**config.mk**
```make
export PLATFORM = sky130hd
export DESIGN_NAME = uart_tx_arbiter
export DESIGN_NICKNAME = d
export VERILOG_FILES = /design/src/rtl/uart_tx_arbiter.sv
export SDC_FILE = /design/constraint.sdc
export NUM_CORES = 1
export LEC_CHECK = 0
export CAP_MARGIN = 30
export CORE_MARGIN = 5
export CORE_UTILIZATION = 53
export DETAILED_ROUTE_END_ITERATION = 6
export GPL_TIMING_DRIVEN = 1
export PLACE_DENSITY_LB_ADDON = 0.1
export SLEW_MARGIN = 15
export SYNTH_ARGS = -nofsm -noshare
export SYNTH_HDL_FRONTEND = slang
export SYNTH_SLANG_ARGS = --single-unit
export TNS_END_PERCENT = 50
```
**constraint.sdc**
```tcl
create_clock -name clk -period 4.25 [get_ports clk]
set_input_delay 0.85 -clock clk [delete_from_list [all_inputs] [get_ports clk]]
set_output_delay 0.85 -clock clk [all_outputs]
set_load 0.05 [all_outputs]
```
**src/rtl/uart_tx_arbiter.sv**
```systemverilog
// Round-robin owner of a single uart_tx: grants one byte-stream requester at a time
// and sequences start_tx/data_tx against the transmitter's idle_ready_tx.
module uart_tx_arbiter #(
    parameter int NUM_REQ       = 4,
    parameter int MAX_BURST     = 16,
    parameter int GRANT_TIMEOUT = 255
) (
    input  logic                 clk,
    input  logic                 rst,
    input  logic [NUM_REQ-1:0]   req_valid,
    input  logic [8*NUM_REQ-1:0] req_data,
    input  logic [NUM_REQ-1:0]   req_last,
    output logic [NUM_REQ-1:0]   req_ready,
    output logic [NUM_REQ-1:0]   grant,
    output logic [7:0]           data_tx,
    output logic                 start_tx,
    input  logic                 idle_ready_tx,
    output logic                 busy
);

    localparam int PTR_W = $clog2(NUM_REQ);

    typedef enum logic [2:0] {
        ST_IDLE,
        ST_GRANT,
        ST_SEND,
        ST_HOLD,
        ST_WAIT
    } state_t;

    state_t           state;
    logic [PTR_W-1:0] ptr;
    logic [PTR_W-1:0] owner;
    logic [PTR_W-1:0] sel_idx;
    logic [PTR_W-1:0] cand;
    logic [PTR_W-1:0] next_ptr;
    logic             sel_found;
    logic [7:0]       burst_cnt;
    logic [7:0]       to_cnt;
    logic             last_q;
    logic [7:0]       cur_data;
    logic             cur_last;
    logic             own_valid;
    logic             xfer;

    // Walk offsets downward so the smallest offset from ptr is the one that sticks.
    always_comb begin
        sel_found = 1'b0;
        sel_idx   = ptr;
        cand      = '0;
        for (int k = NUM_REQ - 1; k >= 0; k--) begin
            cand = PTR_W'((int'(ptr) + k) % NUM_REQ);
            if (req_valid[cand]) begin
                sel_found = 1'b1;
                sel_idx   = cand;
            end
        end
    end

    always_comb begin
        cur_data = 8'h00;
        for (int i = 0; i < NUM_REQ; i++) begin
            if (owner == PTR_W'(i)) begin
                cur_data = req_data[i*8 +: 8];
            end
        end
    end

    assign own_valid = req_valid[owner];
    assign cur_last  = req_last[owner];
    assign xfer      = (state == ST_GRANT) && own_valid && idle_ready_tx;
    assign next_ptr  = (owner == PTR_W'(NUM_REQ - 1)) ? '0 : owner + 1'b1;

    always_comb begin
        req_ready = '0;
        if (state == ST_GRANT) begin
            req_ready[owner] = own_valid & idle_ready_tx;
        end
    end

    always_ff @(posedge clk or negedge rst) begin
        if (!rst) begin
            state     <= ST_IDLE;
            ptr       <= '0;
            owner     <= '0;
            grant     <= '0;
            start_tx  <= 1'b0;
            data_tx   <= 8'h00;
            busy      <= 1'b0;
            burst_cnt <= '0;
            to_cnt    <= '0;
            last_q    <= 1'b0;
        end else begin
            start_tx <= 1'b0;
            case (state)
                ST_IDLE: begin
                    if (sel_found) begin
                        owner     <= sel_idx;
                        grant     <= NUM_REQ'(1) << sel_idx;
                        burst_cnt <= '0;
                        to_cnt    <= '0;
                        busy      <= 1'b1;
                        state     <= ST_GRANT;
                    end
                end
                ST_GRANT: begin
                    if (xfer) begin
                        data_tx   <= cur_data;
                        last_q    <= cur_last;
                        burst_cnt <= burst_cnt + 8'd1;
                        to_cnt    <= '0;
                        start_tx  <= 1'b1;
                        state     <= ST_SEND;
                    end else if (!own_valid) begin
                        if (to_cnt + 8'd1 == 8'(GRANT_TIMEOUT)) begin
                            ptr   <= next_ptr;
                            grant <= '0;
                            busy  <= 1'b0;
                            state <= ST_IDLE;
                        end else begin
                            to_cnt <= to_cnt + 8'd1;
                        end
                    end
                end
                ST_SEND: state <= ST_HOLD;
                // idle_ready_tx is ignored here while uart_tx samples the start pulse
                ST_HOLD: state <= ST_WAIT;
                ST_WAIT: begin
                    if (idle_ready_tx) begin
                        if (last_q || burst_cnt == 8'(MAX_BURST)) begin
                            ptr   <= next_ptr;
                            grant <= '0;
                            busy  <= 1'b0;
                            state <= ST_IDLE;
                        end else begin
                            state <= ST_GRANT;
                        end
                    end
                end
                default: state <= ST_IDLE;
            endcase
        end
    end

endmodule

```
-- Word-level counts from Yosys, hierarchy flattened
Cells that the tools add are included.
- register bits: 38
- word-level logic and storage cells: 124
- output and inout bits: 18
- bits of input ports: 43
- $add $sub $neg: 6
- shift operators: 1
- eq/ne operators: 19
- bitwise gates (word level): 2
- mux-type cells: 64
- order comparisons: 6
- reduce and logical (&&, ||, !) cells: 16
- operator list (operator ; number):
    8-bit 2-to-1 mux ; 9
    8-bit one-hot mux with 2 select lines ; 2
    4-bit 2-to-1 mux ; 7
    1-bit 2-to-1 mux ; 20
    2-bit 2-to-1 mux ; 10
    8-bit by 1-bit adder with 8-bit output (second input constant) ; 2
    2-bit by 3-bit < comparator with 1-bit output (second input constant) ; 5
    3-bit 2-to-1 mux ; 5
    3-bit one-hot mux with 5 select lines ; 1
    1-bit binary-select mux with 2-bit select ; 6
    2-bit inequality test (second input constant) ; 6
    4-bit one-hot mux with 3 select lines ; 1
    8-bit by 5-bit == test with 1-bit output (second input constant) ; 1
    8-bit == test (second input constant) ; 1
    4-bit AND reduction ; 2
    7-bit AND reduction ; 1
    3-bit by 2-bit == test with 1-bit output (second input constant) ; 2
    3-bit inequality test (second input constant) ; 2
    6-bit AND reduction ; 1
    2-bit by 1-bit adder with 2-bit output (second input constant) ; 2
    2-bit adder (second input constant) ; 2
    4-bit AND ; 1
    2-bit == test (second input constant) ; 2
    2-bit one-hot mux with 2 select lines ; 1
    18 further kinds ; 22

-- Depth between registers and ports, before layout
- word-level depth: 10
- mapped depth: 8
- depth with buffers taken out: 7

-- Worst setup path after synthesis
OpenSTA, ideal clock, no wires.
- path type: input -> output
- start point: in req_valid[3]
- end point: out req_ready[0]
- path buffers: 1
- setup slack: 1.329 ns
- stages on the path: 5
- data arrival time: 2.071 ns
- cells stage by stage: mux4_2 > nand3_1 > inv_1 > buf_2 > and2_1
- longest elaborated chain between the ends: 5
- ends and longest elaborated chain (element ; RTL line ; RTL):
    start: declaration ; 10 ; input logic [NUM_REQ-1:0] req_valid,
    1-bit binary-select mux with 2-bit select ; 69 ; assign own_valid = req_valid[owner];
    1-bit 2-to-1 mux (implied by the code) ; 69 ;
    1-bit AND ; 77 ; req_ready[owner] = own_valid & idle_ready_tx;
    4-bit AND (no source line) ; - ;
    4-bit 2-to-1 mux ; 76 ; if (state == ST_GRANT) begin
    end: declaration ; 13 ; output logic [NUM_REQ-1:0] req_ready,
No other way between the ends. The select of a mux whose other input is x is not followed.

-- Worst setup path in the final report
- start point: in req_valid[3]
- end point: out req_ready[2]
Same word-level chain as after synthesis.

==> flow_summary_export.csv <==
group,metric,value,unit
logic_synthesis,yosys_warnings,0,
logic_synthesis,synthCells,258,
global_route,globalRouteOverflowTotal,0,
critical_path,crit_path_end_kind,"primary output",
critical_path,rr_worst_depth,6,
timing,skew,9.085,ps
floorplanning,chipWidth,76.36,um
logic_synthesis,synth_edf_count,0,
logic_synthesis,syn_avg_cell_area,9.045,um^2
detailed_routing,wirelength,5773,um
pwr,power,1.898,mW
status,status,"finished clean",
detailed_routing,vias,2118,
logic_synthesis,yosysTopAreaCell,"dfrtp_1",
clocking,clkSinkCount,38,
global_route,antenna_found_initial,0,
logic_synthesis,syn-cell-area,0.002333,mm^2
clocking,hold_buffers,0,
logic_synthesis,synth-seq-cells,38,
critical_path,cp_max_fo,16,
final_layout,nFillCells,366,
detailed_routing,dr.first_iter.drc_count,116,
timing,maxSlewViolCount,0,
critical_path,cp_slowest_stage_delay,620,ps
timing,fin_crit,3641,ps
critical_path,path_class,"primary input to primary output",
floorplanning,die_h,76.36,um
pwr,p_leak,1.308,nW
timing,finalSetupTns,0,ps
critical_path,critPathTopFamily,"buffers and inverters",
timing,finalHoldViolCount,0,
placed_design,hpwl,4347,um
global_route,grt_pass1_vias,2023,
job,drv_cap,0,
detailed_routing,antenna_left,0,
final_layout,nets,366,
clocking,cts_max_level,2,
final_layout,syn2layout_area_growth,33.51,%
timing,max_freq,0.2746,GHz
timing,period_share,85.68,%
placed_design,dpl_cell_area,0.002987,mm^2
logic_synthesis,yosysTopAreaCellShare,40.75,%
floorplanning,pin_count,61,
floorplanning,row_count,24,
timing,slew_headroom,60.25,%
detailed_routing,via_per_inst,5.755,
timing,worstMarginPinSlew,596.3,ps
clocking,post-cts-setup-buffers,0,
final_layout,stdcell_count,368,
logic_synthesis,synth_nets,309,
logic_synthesis,yosys-top-cells-area,"dfrtp_1, o21ai_0, nand2_1, ha_1, nor2b_1",
clocking,clk_latency,290,ps
timing,grt_setup_unrepaired,"false",
detailed_routing,routedWlPerCell,15.69,um
logic_synthesis,async_flop_share,100.0,%
critical_path,critPathArrivalTime,2790,ps
critical_path,path_buf_inv,3,
clocking,clk_pin_slew_worst_paths,80,ps
floorplanning,core-area,0.004324,mm^2
critical_path,startpoint_type,"primary input",
final_layout,final_cell_area,0.003115,mm^2
detailed_routing,first_pass_iters,4,
logic_synthesis,ys_seq_area_share,40.75,%
clocking,cts_made_buffers,5,
clocking,ctsRootBufferMaster,"clkbuf_8",
logic_synthesis,ys.flop_type,"dfrtp_1",
final_layout,drive_gt1_share,8.861,%
detailed_routing,drc_errors,0,
placed_design,dpl.cell_count,359,
pwr,power-per-cell-area,609.3,mW/mm^2
pwr,ir_drop,0.3739,mV
critical_path,path_depth,6,
critical_path,path_cells,"clkdlybuf4s50_1 > mux4_2 > nand3_1 > inv_1 > and2_1 > buf_12",
placed_design,gp_congestion,0.8160,
global_route,grt_max_degree,39,
clocking,cts_tree,"done",
floorplanning,initial_core_util,53.96,%
clocking,cts_buffer_depth,2,
global_route,grtUsageTotal,20.14,%
final_layout,diodes,0,
global_route,grt_pass1_wl,9715,um
placed_design,numPortBuffers,60,
floorplanning,die_area,0.005830,mm^2
min_path,min-delay-path-class,"primary input to async pin",
clocking,cts_resized,0,
timing,holdWs,374.4,ps
critical_path,required,3400,ps
logic_synthesis,synth_cell_types,50,
critical_path,critical_path.slowest_cell,"mux4_2",
timing,setup_viol,0,
## power by group
part           internal, mW  total [mW]  switching, mW  leakage, nW
registers             0.465       0.571          0.106        0.501
logic                 0.405        1.02          0.619        0.750
clock network         0.173       0.303          0.130       0.0579
total                  1.04        1.90          0.855         1.31
## worst register-to-register path, delay by kind of cell (launching register included)
kind,cells,cell delay (ps)
compound gates,3,1070
simple gates,2,520
flops,1,400
fa+ha+maj,1,260
## cell type report
| type | count | area (um^2) | share of cell area (%) |
|---|---|---|---|
| Clock buffer | 5 | 68.82 | 2.209 |
| Tap cell | 52 | 65.06 | 2.088 |
| Timing Repair Buffer | 62 | 663.1 | 21.29 |
| Inverter | 6 | 22.52 | 0.7229 |
| Sequential cell | 38 | 950.9 | 30.52 |
| Multi-Input combinational cell | 202 | 1305 | 41.89 |
| Clock inverter | 3 | 40.04 | 1.285 |
## cell usage after synthesis (2+ instances only)
master / count
nand3b_1: 5
and3_1: 5
o31ai_1: 5
nand4_1: 3
o22ai_1: 2
a21oi_1: 14
mux2_4: 2
nand3_1: 14
nor3_1: 9
buf_2: 2
nor2_1: 13
a221oi_1: 7
o211ai_1: 6
mux4_2: 2
ha_1: 8
or3_1: 3
nor2b_1: 12
inv_1: 6
a31oi_1: 2
nand2b_1: 3
xnor2_1: 3
or2_2: 2
nand2_1: 27
o21ai_0: 22
dfrtp_1: 38
clkbuf_1: 9
a21o_1: 2
and2_1: 6
xor2_1: 5
## path summary, 6_finish.rpt
path / from / to / slack [ps]
worst max-delay path: req_valid[3] / req_ready[2] / 610
min in group clk: data_tx[4] / data_tx[4] / 480
worst max register to register: to_cnt[0] / to_cnt[0] / 1940
max in group asynchronous: rst / grant[2] / 3470
worst min register to register: data_tx[4] / data_tx[4] / 480
worst min-delay path: rst / to_cnt[4] / 370
## registers in the layout, summed over array words and instances (netlist names)
register,cells
data_tx,8
state,3
burst_cnt,8
owner,2
last_q,1
to_cnt,8
busy,1
grant,4
ptr,2
start_tx,1
## logic make-up (layout without fill, tap and decap cells)
kind of cell	Yosys count	after routing	synth area share (%)
XOR/XNOR	8	8	3.003
multiplexers	4	4	3.217
buffers and inverters	18	76	3.324
AO/OA/AOI/OAI	70	70	19.46
adder cells (fa/ha/maj)	8	8	4.290
flip-flops	38	38	40.75
AND/OR/NAND/NOR	112	112	25.95
## cells in the final DEF (no fill, tap or decap), types with 2 or more instances in the layout
cell,synthesis,routed
a21o_1,2,2
a21oi_1,14,14
a221oi_1,7,7
a31oi_1,2,2
and2_1,6,6
and3_1,5,5
buf_12,0,5
clkbuf_8,0,5
clkdlybuf4s50_1,0,55
clkinv_2,0,2
dfrtp_1,38,38
ha_1,8,8
inv_1,6,6
mux2_4,2,2
mux4_2,2,2
nand2_1,27,27
nand2b_1,3,3
nand3_1,14,14
nand3b_1,5,5
nand4_1,3,3
nor2_1,13,13
nor2b_1,12,12
nor3_1,9,9
o211ai_1,6,6
o21ai_0,22,22
o22ai_1,2,2
o31ai_1,5,5
or2_2,2,2
or3_1,3,3
xnor2_1,3,3
xor2_1,5,5
## layer usage
metal / vias up / share of wire, % / track usage (%)
met5: - / 0 / 0
met4: 0 / 0.92 / 4.895
met3: 6 / 6.8 / 5.674
met2: 58 / 45 / 31.34
met1: 1003 / 47 / 27.72
li1: 1051 / - / -
## per-stage QoR
step / utilization [%] / worst slack (ps)
floorplan: - / 1329
global placement: 69.07 / 681.5
detailed placement: 69.07 / 632.2
CTS: 71.59 / 614.5
global route: 72.05 / 519.0
finish: 72.05 / 608.7
No activity file was read; power rests on OpenSTA's default activity.
